<file path="config.mk">
export PLATFORM = sky130hd
export DESIGN_NAME = code39_decoder
export DESIGN_NICKNAME = d
export VERILOG_FILES = /design/src/rtl/code39_pkg.sv /design/src/rtl/code39_lookup.sv /design/src/rtl/code39_decoder.sv
export SDC_FILE = /design/constraint.sdc
export NUM_CORES = 1
export LEC_CHECK = 0
export CORE_MARGIN = 5
export CORE_UTILIZATION = 50
export DETAILED_ROUTE_END_ITERATION = 8
export HOLD_SLACK_MARGIN = 0.1
export MAX_ROUTING_LAYER = met4
export PLACE_DENSITY = 0.74
export SETUP_SLACK_MARGIN = 0.1
export SLEW_MARGIN = 0
export SYNTH_ARGS = -nofsm -noshare
export SYNTH_HDL_FRONTEND = slang
export SYNTH_SLANG_ARGS = --single-unit
</file>
<file path="constraint.sdc">
create_clock -name clk -period 2.7 [get_ports clk]
set_input_delay 0.675 -clock clk [delete_from_list [all_inputs] [get_ports clk]]
set_output_delay 0.675 -clock clk [all_outputs]
set_load 0.005 [all_outputs]
</file>
<file path="src/rtl/code39_pkg.sv">
// Shared definitions for the Code 39 decoder: FSM state codes, the start/stop
// pattern and the 44-entry symbol table (9 elements, bar first, 1 = wide).
package code39_pkg;

  // FSM state codes
  localparam logic [1:0] HUNT = 2'd0;
  localparam logic [1:0] GAP  = 2'd1;
  localparam logic [1:0] DATA = 2'd2;
  localparam logic [1:0] EMIT = 2'd3;

  typedef logic [1:0] state_t;

  // '*' start/stop character, oldest element in the MSB
  localparam logic [8:0] PAT_STAR = 9'b010010100;

  localparam int CODE39_ENTRIES = 44;

  typedef struct packed {
    logic [8:0] pattern;
    logic [7:0] ascii;
  } code39_entry_t;

  // Entry order is irrelevant to the lookup; grouped by the wide space position
  localparam code39_entry_t [CODE39_ENTRIES-1:0] CODE39_TABLE = {
    {9'b000110100, 8'h30}, // 0
    {9'b100100001, 8'h31}, // 1
    {9'b001100001, 8'h32}, // 2
    {9'b101100000, 8'h33}, // 3
    {9'b000110001, 8'h34}, // 4
    {9'b100110000, 8'h35}, // 5
    {9'b001110000, 8'h36}, // 6
    {9'b000100101, 8'h37}, // 7
    {9'b100100100, 8'h38}, // 8
    {9'b001100100, 8'h39}, // 9
    {9'b100001001, 8'h41}, // A
    {9'b001001001, 8'h42}, // B
    {9'b101001000, 8'h43}, // C
    {9'b000011001, 8'h44}, // D
    {9'b100011000, 8'h45}, // E
    {9'b001011000, 8'h46}, // F
    {9'b000001101, 8'h47}, // G
    {9'b100001100, 8'h48}, // H
    {9'b001001100, 8'h49}, // I
    {9'b000011100, 8'h4A}, // J
    {9'b100000011, 8'h4B}, // K
    {9'b001000011, 8'h4C}, // L
    {9'b101000010, 8'h4D}, // M
    {9'b000010011, 8'h4E}, // N
    {9'b100010010, 8'h4F}, // O
    {9'b001010010, 8'h50}, // P
    {9'b000000111, 8'h51}, // Q
    {9'b100000110, 8'h52}, // R
    {9'b001000110, 8'h53}, // S
    {9'b000010110, 8'h54}, // T
    {9'b110000001, 8'h55}, // U
    {9'b011000001, 8'h56}, // V
    {9'b111000000, 8'h57}, // W
    {9'b010010001, 8'h58}, // X
    {9'b110010000, 8'h59}, // Y
    {9'b011010000, 8'h5A}, // Z
    {9'b010000101, 8'h2D}, // -
    {9'b110000100, 8'h2E}, // .
    {9'b011000100, 8'h20}, // space
    {9'b010010100, 8'h2A}, // *
    {9'b010101000, 8'h24}, // $
    {9'b010100010, 8'h2F}, // /
    {9'b010001010, 8'h2B}, // +
    {9'b000101010, 8'h25}  // %
  };

endpackage

</file>
<file path="src/rtl/code39_lookup.sv">
// Combinational Code 39 pattern lookup: reports whether a 9-element
// narrow/wide pattern is a legal symbol and, if so, its ASCII value.
module code39_lookup
  import code39_pkg::*;
(
  input  logic [8:0] pattern,
  output logic       hit,
  output logic [7:0] ascii
);

  // Scan the whole table; patterns are unique so at most one entry matches
  always_comb begin
    hit   = 1'b0;
    ascii = 8'h00;
    for (int i = 0; i < CODE39_ENTRIES; i++) begin
      if (CODE39_TABLE[i].pattern == pattern) begin
        hit   = 1'b1;
        ascii = CODE39_TABLE[i].ascii;
      end
    end
  end

endmodule

</file>
<file path="src/rtl/code39_decoder.sv">
// Code 39 symbol decoder. Classifies incoming bar/space widths as narrow or
// wide, hunts for the '*' start character with a sliding window, then decodes
// 9-element data characters until the '*' stop character, handing each decoded
// character to the sink with a valid/ready handshake.
module code39_decoder
  import code39_pkg::*;
#(
  parameter int WIDE_THRESH = 6,
  parameter int SKIP_GAP    = 1,
  parameter int MAX_CHARS   = 32
) (
  input  logic       clk,
  input  logic       rst,
  input  logic [7:0] width_in,
  input  logic       width_valid,
  output logic       width_ready,
  output logic [7:0] char_out,
  output logic       char_valid,
  input  logic       char_ready,
  output logic       frame_start,
  output logic       frame_end,
  output logic       err
);

  localparam int CW = $clog2(MAX_CHARS + 1);
  localparam logic [CW-1:0] CHAR_LIMIT = CW'(MAX_CHARS);
  // 9 bits so a threshold of 256 (everything narrow) is still representable
  localparam logic [8:0] WIDE_T = 9'(WIDE_THRESH);
  // Where a frame continues after the start character or an emitted character
  localparam state_t RESUME = (SKIP_GAP != 0) ? GAP : DATA;

  state_t        state;
  // The 8 previously accepted elements; together with the incoming element
  // they form the 9-element window that is matched and decoded.
  logic [7:0]    shift_reg;
  logic [3:0]    elem_cnt;
  logic [CW-1:0] char_cnt;
  logic [CW-1:0] char_cnt_inc;
  logic          accept;
  logic          elem_bit;
  logic [8:0]    shift_next;
  logic          lut_hit;
  logic [7:0]    lut_ascii;

  assign width_ready  = (state != EMIT);
  assign char_valid   = (state == EMIT);
  assign accept       = width_valid && width_ready;
  assign elem_bit     = ({1'b0, width_in} >= WIDE_T);
  assign shift_next   = {shift_reg, elem_bit};
  assign char_cnt_inc = char_cnt + CW'(1);

  code39_lookup u_lookup (
    .pattern (shift_next),
    .hit     (lut_hit),
    .ascii   (lut_ascii)
  );

  // Frame FSM, element window, counters and the registered status pulses
  always_ff @(posedge clk or posedge rst) begin
    if (rst) begin
      state       <= HUNT;
      shift_reg   <= '0;
      elem_cnt    <= '0;
      char_cnt    <= '0;
      char_out    <= '0;
      frame_start <= 1'b0;
      frame_end   <= 1'b0;
      err         <= 1'b0;
    end else begin
      frame_start <= 1'b0;
      frame_end   <= 1'b0;
      err         <= 1'b0;
      case (state)
        HUNT: begin
          if (accept) begin
            shift_reg <= shift_next[7:0];
            // elem_cnt saturates at 8: eight earlier elements plus this one
            // means the window is fully populated since entering HUNT
            if (elem_cnt == 4'd8 && shift_next == PAT_STAR) begin
              frame_start <= 1'b1;
              elem_cnt    <= '0;
              char_cnt    <= '0;
              state       <= RESUME;
            end else if (elem_cnt != 4'd8) begin
              elem_cnt <= elem_cnt + 4'd1;
            end
          end
        end
        GAP: begin
          if (accept) begin
            elem_cnt <= '0;
            state    <= DATA;
          end
        end
        DATA: begin
          if (accept) begin
            shift_reg <= shift_next[7:0];
            if (elem_cnt == 4'd8) begin
              elem_cnt <= '0;
              if (shift_next == PAT_STAR) begin
                frame_end <= 1'b1;
                state     <= HUNT;
              end else if (lut_hit) begin
                char_out <= lut_ascii;
                state    <= EMIT;
              end else begin
                err   <= 1'b1;
                state <= HUNT;
              end
            end else begin
              elem_cnt <= elem_cnt + 4'd1;
            end
          end
        end
        EMIT: begin
          if (char_ready) begin
            char_cnt <= char_cnt_inc;
            if (char_cnt_inc == CHAR_LIMIT) begin
              err   <= 1'b1;
              state <= HUNT;
            end else begin
              state <= RESUME;
            end
          end
        end
        default: begin
          state    <= HUNT;
          elem_cnt <= '0;
        end
      endcase
    end
  end

endmodule

</file>
==> results of run 1 <==
==> area by class of cell <==
cell class	instances	area (um2)	area share, %
Multi-Input combinational cell	264	1920	52.2
Timing Repair Buffer	96	768	20.9
Tap cell	70	87.6	2.38
Inverter	9	33.8	0.918
Sequential cell	30	759	20.6
Clock buffer	5	68.8	1.87
Clock inverter	3	40.0	1.09
==> critical path: cells and delay by family <==
family          cells  cell delay, ps
simple gates        2            1110
compound gates      4             730
mux                 1             330
buf+inv             1              90
==> what timing repair did <==
action / CTS / global route
gates resized for setup: 44 / 27
pin swaps: 8 / 12
buffers inserted: 7 / 4
cloned: 0 / 0
setup endpoints to repair: 19 / 15
==> path summary, 6_finish.rpt <==
kind	start	to	slack [ps]	cells after the start
min in group asynchronous	rst	char_cnt[3]$_DFFE_PP0P_	780	3
hold / removal	char_out[6]$_DFFE_PP0P_	char_out[6]$_DFFE_PP0P_	510	1
max in group asynchronous	rst	shift_reg[0]$_DFFE_PP0P_	1620	3
setup reg to reg	shift_reg[7]$_DFFE_PP0P_	char_out[1]$_DFFE_PP0P_	-50	7
hold reg to reg	char_out[6]$_DFFE_PP0P_	char_out[6]$_DFFE_PP0P_	510	1
setup / recovery	width_in[4]	char_out[1]$_DFFE_PP0P_	-80	8
==> cells in the final DEF (no fill, tap or decap), drive strengths merged, types with 3 or more instances in the layout <==
| master | n |
|---|---|
| buf | 77 |
| dfrtp | 30 |
| nor2 | 28 |
| o21ai | 27 |
| nand2 | 25 |
| clkdlybuf4s50 | 15 |
| nand3 | 12 |
| a21oi | 12 |
| mux2 | 12 |
| nand4 | 10 |
| inv | 9 |
| nor2b | 9 |
| nor3 | 9 |
| clkbuf | 8 |
| or2 | 7 |
| nand2b | 7 |
| ha | 7 |
| a31oi | 7 |
| nor4b | 6 |
| or4 | 6 |
| and3 | 5 |
| xor2 | 5 |
| nor3b | 5 |
| nand4b | 4 |
| xnor2 | 4 |
| o2bb2ai | 4 |
| nor4 | 4 |
| nand3b | 3 |
| o22ai | 3 |
| a22o | 3 |
| o31a | 3 |
| o211ai | 3 |
| or3b | 3 |
| o31ai | 3 |
==> cells by family after synthesis <==
| group | count (synthesis) | share of synthesized area (%) |
|---|---|---|
| xor gates and xnor gates | 9 | 2.99 |
| buffers and inverters | 34 | 5.50 |
| AOI/OAI and AO/OA | 83 | 21.2 |
| DFF | 30 | 28.5 |
| and+or+nand+nor | 150 | 32.5 |
| adders and majority gates | 7 | 3.32 |
| other | 1 | 0.142 |
| muxes | 14 | 5.88 |
==> power breakdown <==
part / internal, uW / leakage, uW / switching (uW)
clock: 271 / 0.0000579 / 171
combinational: 820 / 0.00109 / 904
sequential: 571 / 0.000375 / 236
==> layer usage <==
metal | global-route usage, % | share of wire [%]
met4 | 7.68 | 2.0
met2 | 42.5 | 45
met1 | 37.2 | 44
met5 | - | 0
met3 | 5.86 | 9.3
==> metrics by stage <==
stage	total power [uW]	TNS, ps	std cells
floorplan	1720	-383	328
global placement	2340	-8770	458
detailed placement	2360	-9300	458
CTS	2850	-239	473
global route	3170	-560	477
finish	2970	-370	477
==> results.md, run 1 <==
- RePlAce Congestion: 0.959
- Setup repair after global routing missed its margin: yes
- Clock-pin slew of the registers on the worst-case setup and hold paths: 70 ps
- Area post-placement: 0.00331 mm2
- PD cells: 808 mW/mm2
- Port-buffer cells: 22
- Category of the most critical setup path: in2reg
- Residual DRC: 0
- Routed WL per cell: 18.4 um
- Primary FF master, synth: dfrtp_1
- Max-cap check violation count: 0
- Bufs on Longest Clock Path: 2
- Count of nets left with antenna violations after detail routing: 0
- Cell area after synthesis: 0.00264 mm2
- Syn-to-layout area delta: 39.5%
- Portion of the clock cycle consumed by the worst path in the final layout: 103%
- Count of filler cells inserted in the layout: 436
- Max-Slew Margin vs Limit: 59.8%
- Global-route usage over all layers: 27.8%
- Mean area per synthesized cell: 8.04 um2
- Number of top-level pins: 25
- Run status: finished, violations left
- Slew at the pin with the worst max-slew slack: 601 ps
- Total global routing overflow: 0
- DP HPWL: 6370 um
- Most numerous cell types in the synthesized netlist: dfrtp_1, nor2_1, o21ai_0
- Worst min-delay path class: reg2reg
- Most repeated cell in the gate-level netlist after synthesis: dfrtp_1
- Number of clock buffers inserted by TritonCTS: 5
- DRC marker count from the first detailed-route iteration: 291
- Count of flip-flops with a built-in enable after synthesis: 0
- Stage delay of the slowest cell on the critical path: 560 ps
- Max rail drop VDD: 570 uV
- Total core area: 0.00511 mm2
- Number of diodes added for antenna fixing: 0
- Max Fanout on Critical Path: 5
- Die footprint: 0.00683 mm2
- Detailed-route wire length: 8800 um
- Via count normalized by instance count: 6.25
- Cell with the largest stage delay on the worst path: or4_4
- Floorplan die height: 82.6 um
- Vias in the first global route: 2840
- Number of antenna violations at the first check in global routing: 0
- Pin count of the biggest net entering global routing: 31
- Post-route cell area: 0.00368 mm2
- Worst hold slack after final layout: 513 ps
- TritonCTS clock tree: done
- Crit path cell chain: buf_8, or4_4, o2111ai_2, o2bb2ai_1, a21o_1, or4_4, o21ai_4, mux2_4
- Quantity of hold-fixing buffers added after cts: 0
- Standard-cell row count: 26
- Worst Setup Slack post-DPL: -686 ps
- Share of post-route cells with drive strength above 1: 35.4%
- Share of synthesized flip-flops with an asynchronous set or reset: 100%
- Number of nets in the layout: 425
- Clock latency at the later pin of the worst-skew pair: 280 ps
- Min Clock Period, post-route: 2780 ps
- Leakage power: 0.00153 uW
- CP arrival: 2950 ps
- Required time at the worst-slack endpoint: 2870 ps
- Root buffer selected by CTS: clkbuf_8
- Portion of the post-synthesis area used by sequential elements: 28.5%
- Width of the die: 82.6 um
- Top cell by count, worst path: or4_4
- Syn_nets: 347
- Failing checks: setup timing
- Max Clock Skew: 7.32 ps
- Worst path setup slack after routing: -79.5 ps
- Synthesized instance count: 328
- Maximum achievable frequency: 360 MHz
- Number of flip-flops under the largest register name: 8
- Kind of end point of the critical path: flip-flop
- Top area cells in the synthesized netlist: dfrtp_1, mux2_2, o21ai_0, nor2_1, nand2_1
- Share of the core filled with cells: 72.0%
- Max H-tree Level: 2
- Number of max-slew violations in the final report: 0
- Clk sink count: 30
- Critical path launch point type: input pin
- Final-report setup violation count: 5
- Wire length of the first global-routing pass: 14000 um
- Largest area contributor in the netlist: dfrtp_1
- Register bit count reported by yosys: 30
- Unique cell type count in the Yosys netlist: 61
- Number of failing hold endpoints at the final stage: 0
- First-pass iteration count of the detailed router: 6
- Fraction of post-synthesis cell area in the top cell type by area: 28.5%
- Initial standard-cell utilization of the core: 51.6%
- Total of warnings raised by yosys: 0
- Vias: 2983
Power figures use the tool's default switching activity.
==> run 2: changes to the inputs <==
GPL_ROUTABILITY_DRIVEN = 0   (was unset)
==> run 2 against run 1 <==
Non-clock buffer count shrank 22; highest routed layer unchanged; core utilization fell by 3.6 points; design area shrank 5.0%; sequential cell count unchanged; die area unchanged; the flow still finishes with violations (setup timing); final cell count is 4.6% lower; routed wire length fell by 6.0%; worst hold slack lost 7.8 ps; via count is 3.3% lower.
==> results.md, run 2 (synthesis gave the netlist of run 1 again) <==
- Run status: finished, violations left
- Failing checks: setup timing
- Initial standard-cell utilization of the core: 51.6% (unchanged)
- Leading cell type in the layout, fill and taps excluded: buf_4
- Max H-tree Level: 2 (unchanged)
- Routed WL per cell: 18.2 um (-1.5%)
- Standard-cell row count: 26 (unchanged)
- Number of nets in the layout: 403 (-5.2%)
- Quantity of hold-fixing buffers added after cts: 0 (unchanged)
- Pin count of the biggest net entering global routing: 31 (unchanged)
- Max Fanout on Critical Path: 5 (unchanged)
- Worst min-delay path class: reg2reg
- Max Clock Skew: 8.73 ps (+1.41 ps)
- Number of failing hold endpoints at the final stage: 0 (unchanged)
- Commonest cells after routing, fill and taps aside: buf_4, nand2_1, o21ai_0, nor2_1, dfrtp_1
- Global-route usage over all layers: 25.9% (-1.9 points)
- Internal Pwr Total: 1580 uW (-5.0%)
- Total global routing overflow: 0 (unchanged)
- Floorplan die height: 82.6 um (unchanged)
- Max rail drop VDD: 561 uV (-1.6%)
- Worst path setup slack after routing: -59.8 ps (+19.6 ps)
- Number of max-slew violations in the final report: 0 (unchanged)
- Number of clock buffers inserted by TritonCTS: 5 (unchanged)
- Number of top-level pins: 25 (unchanged)
- Final-report setup violation count: 5 (unchanged)
- Fraction of power consumed by the clock network: 15.7% (+0.8 points)
- Total core area: 0.00511 mm2 (unchanged)
- Number of standard cells in the final layout excluding fillers: 455 (-4.6%)
- Bufs on Longest Clock Path: 2 (unchanged)
- Gate power share: 56.6% (-1.4 points)
- Clock latency at the later pin of the worst-skew pair: 280 ps (about the same)
- # placed instances: 443 (-3.3%)
- Total power after layout: 2850 uW (-4.3%)
- Number of antenna violations at the first check in global routing: 0 (unchanged)
- Critical path launch point type: input pin
- Slew at the pin with the worst max-slew slack: 620 ps (+19.1 ps)
- Category of the most critical setup path: in2reg
- Maximum achievable frequency: 362 MHz (+0.71%)
- Portion of the clock cycle consumed by the worst path in the final layout: 102% (-0.73 points)
- Residual DRC: 0 (unchanged)
- Vias: 2884 (-3.3%)
- Required time at the worst-slack endpoint: 2860 ps (about the same)
- Count of filler cells inserted in the layout: 431 (-1.1%)
- TritonCTS clock tree: done
- DRC marker count from the first detailed-route iteration: 398 (+37%)
- Die footprint: 0.00683 mm2 (unchanged)
- Width of the die: 82.6 um (unchanged)
- Psw: 1270 uW (-3.4%)
- Fraction of power spent switching nets: 44.5% (+0.42 points)
- DP HPWL: 5650 um (-11%)
- CP arrival: 2920 ps (-30 ps)
- Root buffer selected by CTS: clkbuf_8
- Kind of end point of the critical path: flip-flop
- First-pass iteration count of the detailed router: 6 (unchanged)
- Number of flip-flops under the largest register name: 8 (unchanged)
- Power share of the sequential group: 27.7% (+0.5 points)
- Wire length of the first global-routing pass: 13400 um (-4.7%)
- Vias in the first global route: 2808 (-1.1%)
- Max-Slew Margin vs Limit: 58.3% (-1.6 points)
- Count of nets left with antenna violations after detail routing: 0 (unchanged)
- Number of diodes added for antenna fixing: 0 (unchanged)
- PD cells: 815 mW/mm2 (+0.80%)
- Min Clock Period, post-route: 2760 ps (-19.6 ps)
- Clock-pin slew of the registers on the worst-case setup and hold paths: 60 ps (about the same)
- Share of post-route cells with drive strength above 1: 30.9% (-4.5 points)
- Via count normalized by instance count: 6.34 (+1.4%)
- Syn-to-layout area delta: 32.5%
- Port-buffer cells: 22 (unchanged)
- Clk sink count: 30 (unchanged)
- Max-cap check violation count: 0 (unchanged)
- Leakage power: 0.00142 uW (-7.2%)
- Setup repair after global routing missed its margin: yes
- Detailed-route wire length: 8270 um (-6.0%)
## run 2: final cells by class
| class | instances | area, um2 | area share, % |
|---|---|---|---|
| Timing Repair Buffer | 74 | 629 | 18.0 |
| Inverter | 9 | 33.8 | 0.967 |
| Clock inverter | 3 | 40.0 | 1.15 |
| Tap cell | 70 | 87.6 | 2.51 |
| Multi-Input combinational cell | 264 | 1880 | 53.7 |
| Sequential cell | 30 | 758 | 21.7 |
| Clock buffer | 5 | 68.8 | 1.97 |
## run 2: final timing paths
kind,start,to,slack [ps],cells past startpoint
max,width_in[5],char_out[1]$_DFFE_PP0P_,-60,8
min,char_out[6]$_DFFE_PP0P_,char_out[6]$_DFFE_PP0P_,500,1
max reg2reg,shift_reg[7]$_DFFE_PP0P_,char_out[1]$_DFFE_PP0P_,-40,7
min reg2reg,char_out[6]$_DFFE_PP0P_,char_out[6]$_DFFE_PP0P_,500,1
max in group asynchronous,rst,shift_reg[3]$_DFFE_PP0P_,1630,3
min in group asynchronous,rst,state[0]$_DFFE_PP0P_,770,3
## run 2: power by group through the flow
stage / registers (uW) / clock network, uW / logic [uW]
after global placement: 770 / 0 / 1480
after detailed placement: 774 / 0 / 1520
final: 790 / 447 / 1610
after floorplan: 633 / 0 / 1090
after CTS: 770 / 453 / 1550
after global routing: 806 / 477 / 1770
## run 2: timing repair
action / in CTS / in global routing
cloned: 0 / 0
pin swaps: 8 / 5
buffers inserted: 3 / 1
hold endpoints to repair: 0 / 0
gates resized for setup: 43 / 21
setup endpoints to repair: 19 / 15
## run 2: stage by stage
stage / setup TNS, ps / instance area, um2 / util, % / hold slack, ps / setup WS [ps]
finish: -191 / 3490 / 68.4 / 505 / -59.8
global route: -563 / 3490 / 68.4 / 513 / -135
CTS: -295 / 3430 / 67.1 / 507 / -80.7
detailed placement: -9590 / 3230 / 63.2 / 492 / -651
global placement: -9000 / 3230 / 63.2 / 490 / -602
floorplan: -383 / 2650 / - / 469 / -76.7
## run 2: layer usage
metal  vias to the layer above  wire length [um]  track usage [%]
li1                       1334                 -                -
met3                        37               824             5.97
met2                       177              3810             39.7
met5                         -                 0                -
met1                      1336              3390             33.7
met4                         0               238             8.50
## run 2: critical path, stage by stage
cell and delay [ps]:
buf_4 130, or4_4 490, o2111ai_2 190, o2bb2ai_2 90, a21o_1 170, or4_4 560
o21ai_4 270, mux2_4 350
